`config.mk`:
```
export PLATFORM = sky130hd
export DESIGN_NAME = video_stream_gen_flat
export DESIGN_NICKNAME = d
export VERILOG_FILES = /design/src/rtl/video_stream_gen_pkg.sv /design/src/rtl/video_stream_gen_if.sv /design/src/rtl/video_stream_gen_pix_fifo.sv /design/src/rtl/video_stream_gen.sv /design/src/flat_wrapper.sv
export SDC_FILE = /design/constraint.sdc
export NUM_CORES = 1
export LEC_CHECK = 0
export BUFFER_PORTS_ARGS = -buffer_cell sky130_fd_sc_hd__buf_2
export CORE_MARGIN = 2
export CORE_UTILIZATION = 55
export CTS_CLUSTER_SIZE = 24
export DETAILED_ROUTE_END_ITERATION = 7
export PLACE_DENSITY = 0.78
export SLEW_MARGIN = 20
export SYNTH_ARGS = -nofsm -noshare
export SYNTH_HDL_FRONTEND = slang
export SYNTH_SLANG_ARGS = --single-unit
```
`constraint.sdc`:
```
create_clock -name iClk -period 3.2 [get_ports iClk]
set_clock_uncertainty 0.15 [all_clocks]
set_input_delay 0.64 -clock iClk [delete_from_list [all_inputs] [get_ports iClk]]
set_output_delay 0.64 -clock iClk [all_outputs]
set_load 0.01 [all_outputs]
```
`src/rtl/video_stream_gen_pkg.sv`:
```
// Shared definitions for the video stream generator: default raster timing,
// pixel and counter widths, FSM state type and a sync-window helper.
package video_pkg;

  localparam int PIX_W = 8;
  localparam int CNT_W = 10;

  localparam int H_TOTAL_DEF      = 800;
  localparam int H_ACTIVE_DEF     = 640;
  localparam int H_SYNC_START_DEF = 656;
  localparam int H_SYNC_LEN_DEF   = 96;
  localparam int V_TOTAL_DEF      = 525;
  localparam int V_ACTIVE_DEF     = 480;
  localparam int V_SYNC_START_DEF = 490;
  localparam int V_SYNC_LEN_DEF   = 2;
  localparam int FIFO_DEPTH_DEF   = 16;

  typedef logic [PIX_W-1:0] pix_t;
  typedef logic [CNT_W-1:0] cnt_t;

  typedef enum logic [1:0] {
    ST_IDLE = 2'd0,
    ST_RUN  = 2'd1,
    ST_STOP = 2'd2
  } vsg_state_e;

  // True when start <= cnt < start+len; the end is computed one bit wider
  // so a window touching the top of the counter range cannot wrap.
  function automatic logic in_window(input cnt_t cnt, input cnt_t start, input cnt_t len);
    logic [CNT_W:0] stop_x;
    stop_x = {1'b0, start} + {1'b0, len};
    return (cnt >= start) && ({1'b0, cnt} < stop_x);
  endfunction

endpackage

```
`src/rtl/video_stream_gen_if.sv`:
```
// Upstream pixel ready/valid channel feeding the video stream generator.
interface video_stream_gen_if;
  import video_pkg::*;

  pix_t iPixData;
  logic iPixValid;
  logic oPixReady;

  modport master (output iPixData, output iPixValid, input oPixReady);
  modport slave  (input iPixData, input iPixValid, output oPixReady);
endinterface

```
`src/rtl/video_stream_gen_pix_fifo.sv`:
```
// pix_fifo: synchronous show-ahead FIFO. dout always presents the oldest
// entry; a pop on an empty FIFO is ignored. A push while full is accepted
// only when a pop in the same cycle frees the slot.
module pix_fifo #(
  parameter int WIDTH = 8,
  parameter int DEPTH = 16
) (
  input  logic             clk,
  input  logic             rst_n,
  input  logic             push,
  input  logic             pop,
  input  logic [WIDTH-1:0] din,
  output logic [WIDTH-1:0] dout,
  output logic             full,
  output logic             empty
);
  localparam int AW = $clog2(DEPTH);
  localparam int CW = AW + 1;

  logic [WIDTH-1:0] mem_q [DEPTH];
  logic [AW-1:0]    wr_ptr_q, wr_ptr_d;
  logic [AW-1:0]    rd_ptr_q, rd_ptr_d;
  logic [CW-1:0]    count_q, count_d;
  logic             full_q, full_d;
  logic             empty_q, empty_d;
  logic             do_push, do_pop;

  // Next pointers, occupancy and registered full/empty flags
  always_comb begin
    do_pop   = pop & ~empty_q;
    do_push  = push & (~full_q | do_pop);
    wr_ptr_d = wr_ptr_q + AW'(do_push);
    rd_ptr_d = rd_ptr_q + AW'(do_pop);
    count_d  = count_q + CW'(do_push) - CW'(do_pop);
    full_d   = (count_d == CW'(DEPTH));
    empty_d  = (count_d == '0);
  end

  // Control state; reset discards all contents
  always_ff @(posedge clk or negedge rst_n) begin
    if (!rst_n) begin
      wr_ptr_q <= '0;
      rd_ptr_q <= '0;
      count_q  <= '0;
      full_q   <= 1'b0;
      empty_q  <= 1'b1;
    end else begin
      wr_ptr_q <= wr_ptr_d;
      rd_ptr_q <= rd_ptr_d;
      count_q  <= count_d;
      full_q   <= full_d;
      empty_q  <= empty_d;
    end
  end

  // Storage array, written on accepted pushes only
  always_ff @(posedge clk) begin
    if (do_push) mem_q[wr_ptr_q] <= din;
  end

  assign dout  = mem_q[rd_ptr_q];
  assign full  = full_q;
  assign empty = empty_q;

endmodule

```
`src/rtl/video_stream_gen.sv`:
```
// video_stream_gen: raster timing generator with a pixel FIFO front end.
// Free-running h/v counters drive registered sync/valid outputs one clock
// after the counter value; active cycles pop one pixel from the FIFO.
// Optional build macro VSG_TEST_PATTERN_EN adds iPatternSel, which replaces
// FIFO pixels with hCnt^vCnt for a whole frame.
module video_stream_gen
  import video_pkg::*;
#(
  parameter int H_TOTAL      = H_TOTAL_DEF,
  parameter int H_ACTIVE     = H_ACTIVE_DEF,
  parameter int H_SYNC_START = H_SYNC_START_DEF,
  parameter int H_SYNC_LEN   = H_SYNC_LEN_DEF,
  parameter int V_TOTAL      = V_TOTAL_DEF,
  parameter int V_ACTIVE     = V_ACTIVE_DEF,
  parameter int V_SYNC_START = V_SYNC_START_DEF,
  parameter int V_SYNC_LEN   = V_SYNC_LEN_DEF,
  parameter int FIFO_DEPTH   = FIFO_DEPTH_DEF
) (
  input  logic               iClk,
  input  logic               iRst_n,
  input  logic               iEnable,
`ifdef VSG_TEST_PATTERN_EN
  input  logic               iPatternSel,
`endif
  video_stream_gen_if.slave  pix_if,
  output logic [PIX_W-1:0]   oY,
  output logic               oHSync,
  output logic               oVSync,
  output logic               oLineValid,
  output logic               oFrameValid,
  output logic               oUnderflow
);
  localparam cnt_t H_LAST = cnt_t'(H_TOTAL - 1);
  localparam cnt_t V_LAST = cnt_t'(V_TOTAL - 1);
  localparam cnt_t H_ACT  = cnt_t'(H_ACTIVE);
  localparam cnt_t V_ACT  = cnt_t'(V_ACTIVE);
  localparam cnt_t H_SS   = cnt_t'(H_SYNC_START);
  localparam cnt_t H_SL   = cnt_t'(H_SYNC_LEN);
  localparam cnt_t V_SS   = cnt_t'(V_SYNC_START);
  localparam cnt_t V_SL   = cnt_t'(V_SYNC_LEN);

  vsg_state_e state_q, state_d;
  cnt_t       hcnt_q, hcnt_d;
  cnt_t       vcnt_q, vcnt_d;
  logic       pat_q, pat_d;
  pix_t       y_q, y_d;
  logic       hs_q, hs_d, vs_q, vs_d;
  logic       lv_q, lv_d, fv_q, fv_d;
  logic       uf_q, uf_d;

  logic       counting, frame_end, frame_start, active;
  logic       fifo_push, fifo_pop, fifo_full, fifo_empty;
  pix_t       fifo_dout;

  assign counting    = (state_q != ST_IDLE);
  assign frame_end   = (hcnt_q == H_LAST) && (vcnt_q == V_LAST);
  assign frame_start = ((state_q == ST_IDLE) && iEnable) || (counting && frame_end);
  assign active      = counting && (hcnt_q < H_ACT) && (vcnt_q < V_ACT);

  assign fifo_push        = pix_if.iPixValid & pix_if.oPixReady;
  assign pix_if.oPixReady = ~fifo_full;

  pix_fifo #(
    .WIDTH (PIX_W),
    .DEPTH (FIFO_DEPTH)
  ) u_fifo (
    .clk   (iClk),
    .rst_n (iRst_n),
    .push  (fifo_push),
    .pop   (fifo_pop),
    .din   (pix_if.iPixData),
    .dout  (fifo_dout),
    .full  (fifo_full),
    .empty (fifo_empty)
  );

  // Run/stop FSM and raster counters; counters sit at 0 while idle
  always_comb begin
    state_d = state_q;
    hcnt_d  = hcnt_q;
    vcnt_d  = vcnt_q;
    unique case (state_q)
      ST_IDLE: if (iEnable) state_d = ST_RUN;
      ST_RUN:  if (!iEnable) state_d = ST_STOP;
      ST_STOP: begin
        if (iEnable)        state_d = ST_RUN;
        else if (frame_end) state_d = ST_IDLE;
      end
      default: state_d = ST_IDLE;
    endcase
    if (counting) begin
      if (hcnt_q == H_LAST) begin
        hcnt_d = '0;
        vcnt_d = (vcnt_q == V_LAST) ? '0 : vcnt_q + cnt_t'(1);
      end else begin
        hcnt_d = hcnt_q + cnt_t'(1);
      end
    end else begin
      hcnt_d = '0;
      vcnt_d = '0;
    end
  end

  // Output decode: timing from counters, pixel from FIFO or test pattern
  always_comb begin
`ifdef VSG_TEST_PATTERN_EN
    pat_d = frame_start ? iPatternSel : pat_q;
`else
    pat_d = 1'b0;
`endif
    fifo_pop = active & ~pat_q & ~fifo_empty;
    y_d      = '0;
    if (active) begin
      if (pat_q)            y_d = hcnt_q[7:0] ^ vcnt_q[7:0];
      else if (!fifo_empty) y_d = fifo_dout;
    end
    lv_d = active;
    fv_d = counting && (vcnt_q < V_ACT);
    hs_d = counting && in_window(hcnt_q, H_SS, H_SL);
    vs_d = counting && in_window(vcnt_q, V_SS, V_SL);
    uf_d = uf_q;
    if ((state_q == ST_IDLE) && iEnable)   uf_d = 1'b0;
    else if (active && !pat_q && fifo_empty) uf_d = 1'b1;
  end

  // FSM state and counter registers
  always_ff @(posedge iClk or negedge iRst_n) begin
    if (!iRst_n) begin
      state_q <= ST_IDLE;
      hcnt_q  <= '0;
      vcnt_q  <= '0;
      pat_q   <= 1'b0;
    end else begin
      state_q <= state_d;
      hcnt_q  <= hcnt_d;
      vcnt_q  <= vcnt_d;
      pat_q   <= pat_d;
    end
  end

  // Registered outputs, one clock behind the counters
  always_ff @(posedge iClk or negedge iRst_n) begin
    if (!iRst_n) begin
      y_q  <= '0;
      hs_q <= 1'b0;
      vs_q <= 1'b0;
      lv_q <= 1'b0;
      fv_q <= 1'b0;
      uf_q <= 1'b0;
    end else begin
      y_q  <= y_d;
      hs_q <= hs_d;
      vs_q <= vs_d;
      lv_q <= lv_d;
      fv_q <= fv_d;
      uf_q <= uf_d;
    end
  end

  assign oY          = y_q;
  assign oHSync      = hs_q;
  assign oVSync      = vs_q;
  assign oLineValid  = lv_q;
  assign oFrameValid = fv_q;
  assign oUnderflow  = uf_q;

endmodule
```
`src/flat_wrapper.sv`:
```
// flat-port wrapper written by rule: the top's interface ports become plain ports
module video_stream_gen_flat import video_pkg::*;
#(
  parameter int H_TOTAL      = H_TOTAL_DEF,
  parameter int H_ACTIVE     = H_ACTIVE_DEF,
  parameter int H_SYNC_START = H_SYNC_START_DEF,
  parameter int H_SYNC_LEN   = H_SYNC_LEN_DEF,
  parameter int V_TOTAL      = V_TOTAL_DEF,
  parameter int V_ACTIVE     = V_ACTIVE_DEF,
  parameter int V_SYNC_START = V_SYNC_START_DEF,
  parameter int V_SYNC_LEN   = V_SYNC_LEN_DEF,
  parameter int FIFO_DEPTH   = FIFO_DEPTH_DEF
)
  (iClk, iRst_n, iEnable, oY, oHSync, oVSync, oLineValid, oFrameValid, oUnderflow, pix_if_iPixData, pix_if_iPixValid, pix_if_oPixReady);
  video_stream_gen_if pix_if_i ();
  input  logic iClk;
  input  logic iRst_n;
  input  logic iEnable;
  output logic [PIX_W-1:0] oY;
  output logic oHSync;
  output logic oVSync;
  output logic oLineValid;
  output logic oFrameValid;
  output logic oUnderflow;
  input wire logic [$bits(pix_if_i.iPixData)-1:0] pix_if_iPixData;
  input wire logic [$bits(pix_if_i.iPixValid)-1:0] pix_if_iPixValid;
  output wire logic [$bits(pix_if_i.oPixReady)-1:0] pix_if_oPixReady;
  assign pix_if_i.iPixData = pix_if_iPixData;
  assign pix_if_i.iPixValid = pix_if_iPixValid;
  assign pix_if_oPixReady = pix_if_i.oPixReady;
  video_stream_gen #(.H_TOTAL(H_TOTAL), .H_ACTIVE(H_ACTIVE), .H_SYNC_START(H_SYNC_START), .H_SYNC_LEN(H_SYNC_LEN), .V_TOTAL(V_TOTAL), .V_ACTIVE(V_ACTIVE), .V_SYNC_START(V_SYNC_START), .V_SYNC_LEN(V_SYNC_LEN), .FIFO_DEPTH(FIFO_DEPTH)) u_core (.iClk(iClk), .iRst_n(iRst_n), .iEnable(iEnable), .pix_if(pix_if_i), .oY(oY), .oHSync(oHSync), .oVSync(oVSync), .oLineValid(oLineValid), .oFrameValid(oFrameValid), .oUnderflow(oUnderflow));
endmodule
```
==> impl_metrics.env <==
export IMPL_num_rows=41
export IMPL_path_max_fanout=4
export IMPL_ys_flop_type="edfxtp_1"
export IMPL_final_antenna_net_count=0
export IMPL_reg2reg_from="u_core.vcnt_q[8]$_DFFE_PN0P_"
export IMPL_wl_per_cell_um=20.76
export IMPL_cts_tree="yes"
export IMPL_htreeDepth=4
export IMPL_yosysSeqAreaShare_pct=70.88
export IMPL_finalWirelength_um=13970
export IMPL_multi_input_area_sq_um=2039
export IMPL_grtUsageMet1_pct=28.76
export IMPL_design_area_sq_um=8328
export IMPL_setup_viol=0
export IMPL_clockBufferDepth=2
export IMPL_die_h_um=118.3
export IMPL_critPathBufInv=2
export IMPL_end_kind="flop"
export IMPL_antenna_found_initial=0
export IMPL_start_util_pct=56.74
export IMPL_syn_area_sq_um=7189
export IMPL_syn_num_nets=451
export IMPL_grt_max_degree=35
export IMPL_fin_cells=673
export IMPL_tightest_slew_ps=857.8
export IMPL_place_area_sq_um=7669
export IMPL_synth_seq_cells=178
export IMPL_clock_latency_ps=430
export IMPL_use_met3_pct=5.743
export IMPL_peakVddDrop_mv=0.5186
export IMPL_internal_power_uw=4745
export IMPL_vias=3980
export IMPL_synth_area_per_cell_sq_um=16.84
export IMPL_place_congestion=0.8351
export IMPL_clkPwrFrac_pct=27.5
export IMPL_synth_edff_count=128
export IMPL_p_leak_uw=0.003087
export IMPL_grt_busiest_layer="met2"
export IMPL_place_inst=635
export IMPL_synthDistinctLibCells=53
export IMPL_core_region_area_sq_um=12670
export IMPL_comb_power_share_pct=28.7
export IMPL_drt_iter0_markers=510
export IMPL_syn_inst=427
export IMPL_critical_path_class="flop to flop"
export IMPL_p_seq_share_pct=43.8
export IMPL_cts_sinks=178
export IMPL_relSlewSlack_pct=42.19
export IMPL_critical_path_max_stage_delay_ps=560
export IMPL_max_freq_mhz=318.3
export IMPL_fin_crit_sh_pct=98.19
export IMPL_drtPass1Iterations=5
export IMPL_cp_startpoint="u_core.vcnt_q[8]$_DFFE_PN0P_"
export IMPL_max_cap_viol_count=0
export IMPL_maxSlewViolCount=0
export IMPL_syn_to_final_growth_pct=15.84
export IMPL_hold_class="input pin to async pin"
export IMPL_dp_hpwl_um=8701
export IMPL_hold_viol=0
export IMPL_fp_dieArea_sq_um=14000
export IMPL_die_w_um=118.3
export IMPL_yosysWarnings=0
export IMPL_num_antenna_cells=0
export IMPL_grt_pass1_wl_um=21620
export IMPL_top_level_ports=26
export IMPL_arrival_ps=3340
export IMPL_path_cells="and4_1 -> or4b_4 -> or2_4 -> nand2_4 -> ha_4 -> inv_1 -> fa_2 -> inv_2 -> or3_4 -> nor4_4"
export IMPL_grt_overflow=0
export IMPL_crit_path_start_kind="flop"
export IMPL_regArea_sq_um=5097
export IMPL_status="finished, final reports clean"
export IMPL_nets=512
export IMPL_p_per_area_nw_per_um2=831.5
export IMPL_path_delay_family="simple AND/OR/NAND/NOR gates"
export IMPL_power_switching_uw=2180
export IMPL_use_met2_pct=33.31
export IMPL_drcViolationCount=0
export IMPL_clk_pin_slew_ps=70
export IMPL_crit_slowest_cell="or4b_4"
export IMPL_cp_required_ps=3400
export IMPL_cts_root_buf="clkbuf_16"
export IMPL_layout_min_cycle_time_ps=3142
export IMPL_grt_pass1_vias=4007
export IMPL_io_buffers=25
export IMPL_rsz0062_at_grt="true"
export IMPL_fin_util_pct=65.73
export IMPL_p_total_uw=6925
export IMPL_via_per_inst=5.914
export IMPL_async_flop_share_pct=28.09
export IMPL_grt_util_all_layers_pct=21.10
export IMPL_cts_buffers=17
export IMPL_fill_cells=869
export IMPL_switching_share_pct=31.47
export IMPL_drive_gt1_share_pct=27.94
==> cells in the mapped netlist, types with 3 or more instances <==
library cell | instances | share of area [%]
o21ai_0 | 6 | 0.42
inv_1 | 14 | 0.73
edfxtp_1 | 128 | 53
a21oi_1 | 11 | 0.77
a22oi_1 | 16 | 1.7
xnor2_1 | 8 | 0.97
dfrtp_1 | 49 | 17
ha_1 | 11 | 1.9
nand2b_1 | 4 | 0.35
nand4_1 | 5 | 0.44
nor2b_1 | 7 | 0.61
nand2_1 | 10 | 0.52
and3_1 | 6 | 0.52
xor2_1 | 8 | 0.97
buf_1 | 3 | 0.16
nand3_1 | 9 | 0.63
buf_2 | 4 | 0.28
and2_1 | 5 | 0.44
clkbuf_1 | 9 | 0.47
mux4_2 | 32 | 10
a221o_1 | 3 | 0.42
nor3_1 | 8 | 0.56
nor2_1 | 32 | 1.7
==> registers in the layout (all words and copies together), names as in the netlist <==
signal                  count
u_core.u_fifo.rd_ptr_q      4
u_core.oY                   8
u_core.u_fifo.count_q       5
u_core.state_q              2
u_core.vcnt_q              10
u_core.oUnderflow           1
u_core.u_fifo.empty         1
u_core.u_fifo.mem_q       128
u_core.oFrameValid          1
u_core.hcnt_q              10
u_core.oLineValid           1
u_core.oVSync               1
u_core.oHSync               1
u_core.u_fifo.wr_ptr_q      4
u_core.u_fifo.full          1
==> area by class of cell <==
class,instances,share of cell area [%]
sequential,178,61.21
multi-input combinational,219,24.49
clock buffer,18,5.153
timing repair buffer,58,4.477
tap,172,2.584
clock inverter,14,1.457
inverter,14,0.6310
==> timing repair <==
action / in CTS / in global routing
hold endpoints to repair: 0 / 0
gates resized for setup: 2 / 14
gates cloned: 0 / 0
pin swaps: 0 / 5
buffers inserted: 1 / 5
hold buffers: 0 / 0
endpoints found under the setup margin: 2 / 3
==> final timing paths <==
check                                           endpoint  slack [ps]  cells past startpoint
setup / recovery           u_core.u_fifo.empty$_DFF_PN1_          60                     10
max in group asynchronous  u_core.u_fifo.empty$_DFF_PN1_        2130                      2
hold reg to reg             u_core.vcnt_q[7]$_DFFE_PN0P_         350                      1
hold / removal                    u_core.oY[6]$_DFF_PN0_          70                      1
setup reg to reg           u_core.u_fifo.empty$_DFF_PN1_          60                     10
min in group iClk          u_core.state_q[1]$_DFFE_PN0P_         240                      2
==> routing by layer <==
metal	vias up	wire length, um	part of all wire (%)
met4	0	190	1.4
met5	-	0	0
met3	20	878	6.3
li1	1779	-	-
met1	2038	5818	42
met2	143	7085	51
==> cell families after synthesis <==
group	synth area share [%]
simple gates	7.936
mux	10.30
fa+ha+maj	2.193
xor+xnor	1.949
compound gates	5.099
flops	70.88
buf+inv	1.636
==> stage by stage <==
stage          worst slack (ps)  setup TNS [ps]  hold slack, ps
6_report                  57.85               0           73.16
5_1_grt                  -49.45          -49.45           115.0
4_1_cts                   7.484               0           80.67
3_5_place_dp             -28.89          -55.30           348.0
3_3_place_gp              109.3               0           337.6
2_1_floorplan             136.2               0           194.4
==> power by group through the flow <==
stage | Clock [uW] | Sequential (uW) | Combinational (uW)
after floorplan | 0 | 3000 | 1330
after global placement | 0 | 3060 | 1760
after detailed placement | 0 | 3080 | 1840
after CTS | 1940 | 3030 | 1870
after global routing | 2030 | 3080 | 2140
final | 1900 | 3030 | 1990
==> cell usage in the layout (no fill, tap or decap), types with 7 or more instances in the layout <==
master,count
a21oi_1,11
a22oi_1,16
buf_2,25
buf_4,33
clkbuf_16,17
dfrtp_1,48
edfxtp_1,128
ha_1,10
inv_1,13
mux4_2,32
nand2_1,9
nand3_1,9
nor2_1,32
nor2b_1,7
nor3_1,8
xnor2_1,8
xor2_1,8
Power figures use the tool's default switching activity.
